<file path="config.mk">
export PLATFORM = sky130hd
export DESIGN_NAME = spi_tx_queue_flat
export DESIGN_NICKNAME = d
export VERILOG_FILES = /design/src/rtl/spi_tx_queue_if.sv /design/src/rtl/spi_tx_queue.sv /design/src/flat_wrapper.sv
export SDC_FILE = /design/constraint.sdc
export NUM_CORES = 1
export LEC_CHECK = 0
export CAP_MARGIN = 20
export CORE_MARGIN = 2
export CORE_UTILIZATION = 46
export DETAILED_ROUTE_END_ITERATION = 16
export HOLD_SLACK_MARGIN = 0.08
export PLACE_DENSITY = 0.78
export SYNTH_ARGS = -nofsm -noshare
export SYNTH_HDL_FRONTEND = slang
export SYNTH_SLANG_ARGS = --single-unit
</file>
<file path="constraint.sdc">
create_clock -name clk -period 6.62 [get_ports clk]
set_input_delay 1.324 -clock clk [delete_from_list [all_inputs] [get_ports clk]]
set_output_delay 1.324 -clock clk [all_outputs]
set_load 0.01 [all_outputs]
</file>
<file path="src/rtl/spi_tx_queue_if.sv">
// Signal bundle around spi_tx_queue: host write side, SPI_MASTER side and status.
// slave is the queue itself; master is whatever surrounds it (host logic plus the SPI master).
interface spi_tx_queue_if #(
    parameter int M = 9
);
    // Write side: a word is taken on every rising edge where wr_en=1 and full=0;
    // wr_en while full is dropped. rx_vld is a one-cycle strobe with no back-pressure.
    logic         wr_en;
    logic [M-1:0] wr_dat;
    logic         full;
    logic         st;
    logic [M-1:0] MTX_DAT;
    logic         LOAD;
    logic [M-1:0] MRX_DAT;
    logic [M-1:0] rx_dat;
    logic         rx_vld;
    logic         busy;
    logic         err_timeout;
    logic [2:0]   dbg_state;

    modport slave (
        input  wr_en, wr_dat, LOAD, MRX_DAT,
        output full, st, MTX_DAT, rx_dat, rx_vld, busy, err_timeout, dbg_state
    );

    modport master (
        output wr_en, wr_dat, LOAD, MRX_DAT,
        input  full, st, MTX_DAT, rx_dat, rx_vld, busy, err_timeout, dbg_state
    );
endinterface

</file>
<file path="src/rtl/spi_tx_queue.sv">
// TX word queue in front of SPI_MASTER: buffers words, issues st per word,
// waits for the frame (LOAD low then high) and captures the received word.
module spi_tx_queue #(
    parameter int M       = 9,
    parameter int DEPTH   = 4,
    parameter int ST_LEN  = 3,
    parameter int TIMEOUT = 4096
) (
    input  logic          clk,
    input  logic          rst,
    spi_tx_queue_if.slave bus
);
    localparam int AW = (DEPTH > 1) ? $clog2(DEPTH) : 1;
    localparam int CW = $clog2(DEPTH + 1);
    localparam int SW = (ST_LEN > 1) ? $clog2(ST_LEN) : 1;
    localparam int TW = (TIMEOUT > 1) ? $clog2(TIMEOUT) : 1;

    typedef enum logic [2:0] {
        IDLE    = 3'd0,
        START   = 3'd1,
        WAIT_LO = 3'd2,
        WAIT_HI = 3'd3,
        CAPTURE = 3'd4
    } state_t;

    logic [M-1:0]  mem [DEPTH];
    logic [AW-1:0] wr_ptr;
    logic [AW-1:0] rd_ptr;
    logic [CW-1:0] count;
    logic          full_int;
    logic          push;
    logic          pop;

    state_t        state;
    logic [SW-1:0] st_cnt;
    logic [TW-1:0] tmo_cnt;
    logic          load_q;
    logic          load_rise;
    logic          tmo_hit;

    logic          st_q;
    logic [M-1:0]  mtx_q;
    logic [M-1:0]  rx_dat_q;
    logic          rx_vld_q;
    logic          err_q;

    assign full_int  = (count == CW'(DEPTH));
    assign push      = bus.wr_en && !full_int;
    // Popping only from IDLE with the master idle guarantees one word per frame.
    assign pop       = (state == IDLE) && (count != '0) && bus.LOAD;
    assign load_rise = bus.LOAD && !load_q;
    assign tmo_hit   = (tmo_cnt == TW'(TIMEOUT - 1));

    always_ff @(posedge clk) begin
        if (push) begin
            mem[wr_ptr] <= bus.wr_dat;
        end
    end

    always_ff @(posedge clk) begin
        if (rst) begin
            wr_ptr <= '0;
            rd_ptr <= '0;
            count  <= '0;
        end else begin
            if (push) begin
                wr_ptr <= wr_ptr + 1'b1;
            end
            if (pop) begin
                rd_ptr <= rd_ptr + 1'b1;
            end
            case ({push, pop})
                2'b10:   count <= count + 1'b1;
                2'b01:   count <= count - 1'b1;
                default: count <= count;
            endcase
        end
    end

    // tmo_cnt is cleared on every state change, so it measures time spent in the current state.
    always_ff @(posedge clk) begin
        if (rst) begin
            state    <= IDLE;
            st_q     <= 1'b0;
            mtx_q    <= '0;
            rx_dat_q <= '0;
            rx_vld_q <= 1'b0;
            err_q    <= 1'b0;
            st_cnt   <= '0;
            tmo_cnt  <= '0;
            load_q   <= 1'b1;
        end else begin
            load_q   <= bus.LOAD;
            rx_vld_q <= 1'b0;
            case (state)
                IDLE: begin
                    if (pop) begin
                        mtx_q   <= mem[rd_ptr];
                        st_q    <= 1'b1;
                        st_cnt  <= '0;
                        tmo_cnt <= '0;
                        state   <= START;
                    end
                end
                START: begin
                    if (st_cnt == SW'(ST_LEN - 1)) begin
                        st_q    <= 1'b0;
                        tmo_cnt <= '0;
                        state   <= WAIT_LO;
                    end else begin
                        st_cnt <= st_cnt + 1'b1;
                    end
                end
                WAIT_LO: begin
                    if (!bus.LOAD) begin
                        tmo_cnt <= '0;
                        state   <= WAIT_HI;
                    end else if (tmo_hit) begin
                        err_q   <= 1'b1;
                        tmo_cnt <= '0;
                        state   <= IDLE;
                    end else begin
                        tmo_cnt <= tmo_cnt + 1'b1;
                    end
                end
                WAIT_HI: begin
                    // The master presents MRX_DAT by the time LOAD returns high.
                    if (load_rise) begin
                        rx_dat_q <= bus.MRX_DAT;
                        rx_vld_q <= 1'b1;
                        tmo_cnt  <= '0;
                        state    <= CAPTURE;
                    end else if (tmo_hit) begin
                        err_q   <= 1'b1;
                        tmo_cnt <= '0;
                        state   <= IDLE;
                    end else begin
                        tmo_cnt <= tmo_cnt + 1'b1;
                    end
                end
                CAPTURE: begin
                    tmo_cnt <= '0;
                    state   <= IDLE;
                end
                default: begin
                    st_q    <= 1'b0;
                    tmo_cnt <= '0;
                    state   <= IDLE;
                end
            endcase
        end
    end

    assign bus.full        = full_int;
    assign bus.st          = st_q;
    assign bus.MTX_DAT     = mtx_q;
    assign bus.rx_dat      = rx_dat_q;
    assign bus.rx_vld      = rx_vld_q;
    assign bus.busy        = (state != IDLE);
    assign bus.err_timeout = err_q;
    assign bus.dbg_state   = state;
endmodule
</file>
<file path="src/flat_wrapper.sv">
// flat-port wrapper written by rule: the top's interface ports become plain ports
module spi_tx_queue_flat 
#(
    parameter int M       = 9,
    parameter int DEPTH   = 4,
    parameter int ST_LEN  = 3,
    parameter int TIMEOUT = 4096
)
  (clk, rst, bus_wr_en, bus_wr_dat, bus_LOAD, bus_MRX_DAT, bus_full, bus_st, bus_MTX_DAT, bus_rx_dat, bus_rx_vld, bus_busy, bus_err_timeout, bus_dbg_state);
  spi_tx_queue_if #(.M(M)) bus_i ();
  input  logic clk;
  input  logic rst;
  input wire logic [$bits(bus_i.wr_en)-1:0] bus_wr_en;
  input wire logic [$bits(bus_i.wr_dat)-1:0] bus_wr_dat;
  input wire logic [$bits(bus_i.LOAD)-1:0] bus_LOAD;
  input wire logic [$bits(bus_i.MRX_DAT)-1:0] bus_MRX_DAT;
  output wire logic [$bits(bus_i.full)-1:0] bus_full;
  output wire logic [$bits(bus_i.st)-1:0] bus_st;
  output wire logic [$bits(bus_i.MTX_DAT)-1:0] bus_MTX_DAT;
  output wire logic [$bits(bus_i.rx_dat)-1:0] bus_rx_dat;
  output wire logic [$bits(bus_i.rx_vld)-1:0] bus_rx_vld;
  output wire logic [$bits(bus_i.busy)-1:0] bus_busy;
  output wire logic [$bits(bus_i.err_timeout)-1:0] bus_err_timeout;
  output wire logic [$bits(bus_i.dbg_state)-1:0] bus_dbg_state;
  assign bus_i.wr_en = bus_wr_en;
  assign bus_i.wr_dat = bus_wr_dat;
  assign bus_i.LOAD = bus_LOAD;
  assign bus_i.MRX_DAT = bus_MRX_DAT;
  assign bus_full = bus_i.full;
  assign bus_st = bus_i.st;
  assign bus_MTX_DAT = bus_i.MTX_DAT;
  assign bus_rx_dat = bus_i.rx_dat;
  assign bus_rx_vld = bus_i.rx_vld;
  assign bus_busy = bus_i.busy;
  assign bus_err_timeout = bus_i.err_timeout;
  assign bus_dbg_state = bus_i.dbg_state;
  spi_tx_queue #(.M(M), .DEPTH(DEPTH), .ST_LEN(ST_LEN), .TIMEOUT(TIMEOUT)) u_core (.clk(clk), .rst(rst), .bus(bus_i));
endmodule
</file>
==> results_dict.tcl <==
set metrics [dict create \
    outcome "finished, final reports clean" \
    placed_area_sq_um 3990 \
    cp_slowest_cell "clkdlybuf4s50_1" \
    finalNetCount 369 \
    track_usage_pct 16.73 \
    critPathCaptureType "register" \
    final_cell_area_sq_um 4172 \
    ctsHoldBuffers 0 \
    drtIter0Drc 108 \
    critical_path_class "primary input to register" \
    yosysTopAreaCell "edfxtp_1" \
    yosys.cell_types.count 57 \
    ys_warn_count 0 \
    syn_area_sq_um 3477 \
    p_per_area_nw_per_um2 322.9 \
    grtUsageMet2_pct 28.33 \
    max_freq_mhz 259.7 \
    synthXorXnorAreaFrac_pct 1.763 \
    clockRootBuffer "clkbuf_8" \
    globalplace.congestion 0.8201 \
    critPathBufInv 3 \
    drive_gt1_share_pct 10.47 \
    grt_max_degree 39 \
    synthTopCellsByCount "dfxtp_1, edfxtp_1, nand2_1" \
    fin_skew_ns 0.007874 \
    maxCapViolations 0 \
    synth_edf_count 36 \
    die_h_microns 90.94 \
    setup.worst_path.start_class "primary input" \
    synth_top_area_share_pct 31.09 \
    htreeDepth 3 \
    design.core.area_sq_um 7292 \
    dp_slack_ns 2.425 \
    avgSynthCellArea_sq_um 11.71 \
    min_path_type "register to register" \
    power_w 0.001347 \
    via_per_inst 5.273 \
    synth_compound_area_share_pct 8.312 \
    ys_ff_latch 82 \
    worstPathCellList "clkdlybuf4s50_1 > o31a_1 > nand2_1 > inv_1 > ha_1 > inv_1 > fa_1 > xor2_1 > or3_1 > a21oi_1" \
    rows 31 \
    chipWidth_microns 90.94 \
    insertion_delay_ns 0.35 \
    slowest_delay_ns 0.61 \
    hold_violations 0 \
    synthTopCellsByArea "edfxtp_1, dfxtp_1, mux4_2" \
    critPathRequiredTime_ns 6.89 \
    grt_pass1_wl_microns 10940 \
    synth_ff_type "dfxtp_1" \
    grt.busiest_layer "met2" \
    maxSlewHeadroom_pct 34.78 \
    fin_setup_tns_ns 0 \
    layoutNonFillerInstCount 443 \
    setup_slack_ns 2.769 \
    setup-violations-final 0 \
    drv_slew 0 \
    use_met3_pct 4.315 \
    syn_nets 327 \
    grt_pass1_vias 2331 \
    yosys.area_share.simple_pct 16.44 \
    drc 0 \
    crit_top_cell "inv_1" \
    floorplan.initialDensity_pct 47.68 \
    dp_hpwl_microns 4535 \
    rsz0062_at_grt "no" \
    arrival_ns 4.13 \
    cts_buffers 9 \
    ys_async_sr_fraction_pct 0 \
    antenna_cells 0 \
    die_area_sq_um 8270 \
    port_buffers 47 \
    p_leak_nw 1.363 \
    clockBufferDepth 2 \
    critPathTopFamily "buffers and inverters" \
    synth_top_family_by_area "simple AND/OR/NAND/NOR gates" \
    cts-resized-gates 0 \
    cts_setup_buffers 0 \
    clk_pin_slew_ns 0.09 \
    yosys-mux-area-fraction_pct 8.708 \
    area_delta_synth_final_pct 19.97 \
    max_slew.worst_pin.slew_ns 0.9741 \
    first_pass_iters 4 \
    yosysMostFrequentCell "dfxtp_1" \
    post_drt_wl_per_cell_microns 14.81 \
    syn_inst 297 \
    finalCritPeriodShare_pct 58.17 \
    cts_sinks 82 \
    cts_tree "built" \
    use_met1_pct 20.62 \
    synthAdderAreaFrac_pct 3.095 \
    wl_microns 6561 \
    worst-r2r-setup-slack_ns 3.66 \
    placed_cells 427 \
    crit_fanout 12 \
    num_vias 2336 \
    irDropWorstVdd_v 0.0001845 \
    yosysSeqAreaShare_pct 57.57 \
    ant_nets 0 \
    antenna_found_initial 0 \
    overflow 0 \
    period_needed_ns 3.851 \
    ios 48 \
]
metrics by stage:
step           utilization [%]  hold WS [ns]
6_report                 57.21        0.4670
3_5_place_dp             54.72        0.4560
5_1_grt                  57.21        0.4927
4_1_cts                  57.21        0.4722
2_1_floorplan                -        0.4682
3_3_place_gp             54.72        0.4485
worst register-to-register path, cell delays in order (launching register included):
cell	delay, ns
dfxtp_1	0.41
nor3_1	0.43
nand2_1	0.35
inv_1	0.39
ha_1	0.25
inv_1	0.07
fa_1	0.38
xor2_1	0.16
or3_1	0.31
a21oi_1	0.14
flip-flops by register name (all words and copies together), names as in the netlist:
name,flops
u_core.bus.MTX_DAT,9
u_core.bus.err_timeout,1
u_core.tmo_cnt,12
u_core.bus.rx_vld,1
u_core.bus.rx_dat,9
u_core.bus.st,1
u_core.wr_ptr,2
u_core.mem,36
u_core.st_cnt,2
u_core.bus.dbg_state,3
u_core.rd_ptr,2
u_core.count,3
u_core.load_q,1
layout make-up:
| type | instances | area (sq um) |
|---|---|---|
| Multi-Input combinational cell | 185 | 1338 |
| Fill cell | 655 | 3120 |
| Sequential cell | 82 | 2002 |
| Inverter | 13 | 48.80 |
| Timing Repair Buffer | 48 | 478.0 |
| Clock buffer | 9 | 123.9 |
| Clock inverter | 7 | 57.56 |
| Tap cell | 99 | 123.9 |
worst paths after layout:
path | startpoint | endpoint | depth (start not counted)
hold reg to reg | u_core.bus.MTX_DAT[2] | u_core.bus.MTX_DAT[2] | 2
hold / removal | u_core.bus.MTX_DAT[2] | u_core.bus.MTX_DAT[2] | 2
setup / recovery | bus_LOAD | u_core.count[2] | 10
setup reg to reg | u_core.bus.dbg_state[0] | u_core.count[2] | 9
report_power, final:
part / switching (W) / internal [W]
combinational: 0.000188 / 0.000170
clock: 0.000195 / 0.000141
sequential: 0.0000621 / 0.000591
routing by layer:
layer	vias to the layer above	wire [microns]
met3	8	176
met2	31	3380
li1	1162	-
met1	1135	2931
met5	-	0
met4	0	72
cells by family (layout without fill, tap and decap cells):
group / after synthesis / after routing
XOR/XNOR: 7 / 7
multiplexers: 19 / 19
AO/OA/AOI/OAI: 46 / 46
adder cells (fa/ha/maj): 8 / 8
flip-flops: 82 / 82
buffers and inverters: 30 / 77
AND/OR/NAND/NOR: 105 / 105
cells in the final DEF (no fill, tap or decap), types with 5 or more instances in the layout:
cell / instances
clkdlybuf4s50_1: 47
nor2_1: 25
and2_1: 6
o21ai_0: 7
clkbuf_8: 9
xor2_1: 5
dfxtp_1: 46
mux2i_1: 10
mux4_2: 9
inv_1: 12
nand3_1: 14
a21oi_1: 19
nand2_1: 27
edfxtp_1: 36
ha_1: 7
Note: power is estimated with default switching activity, not from simulation.
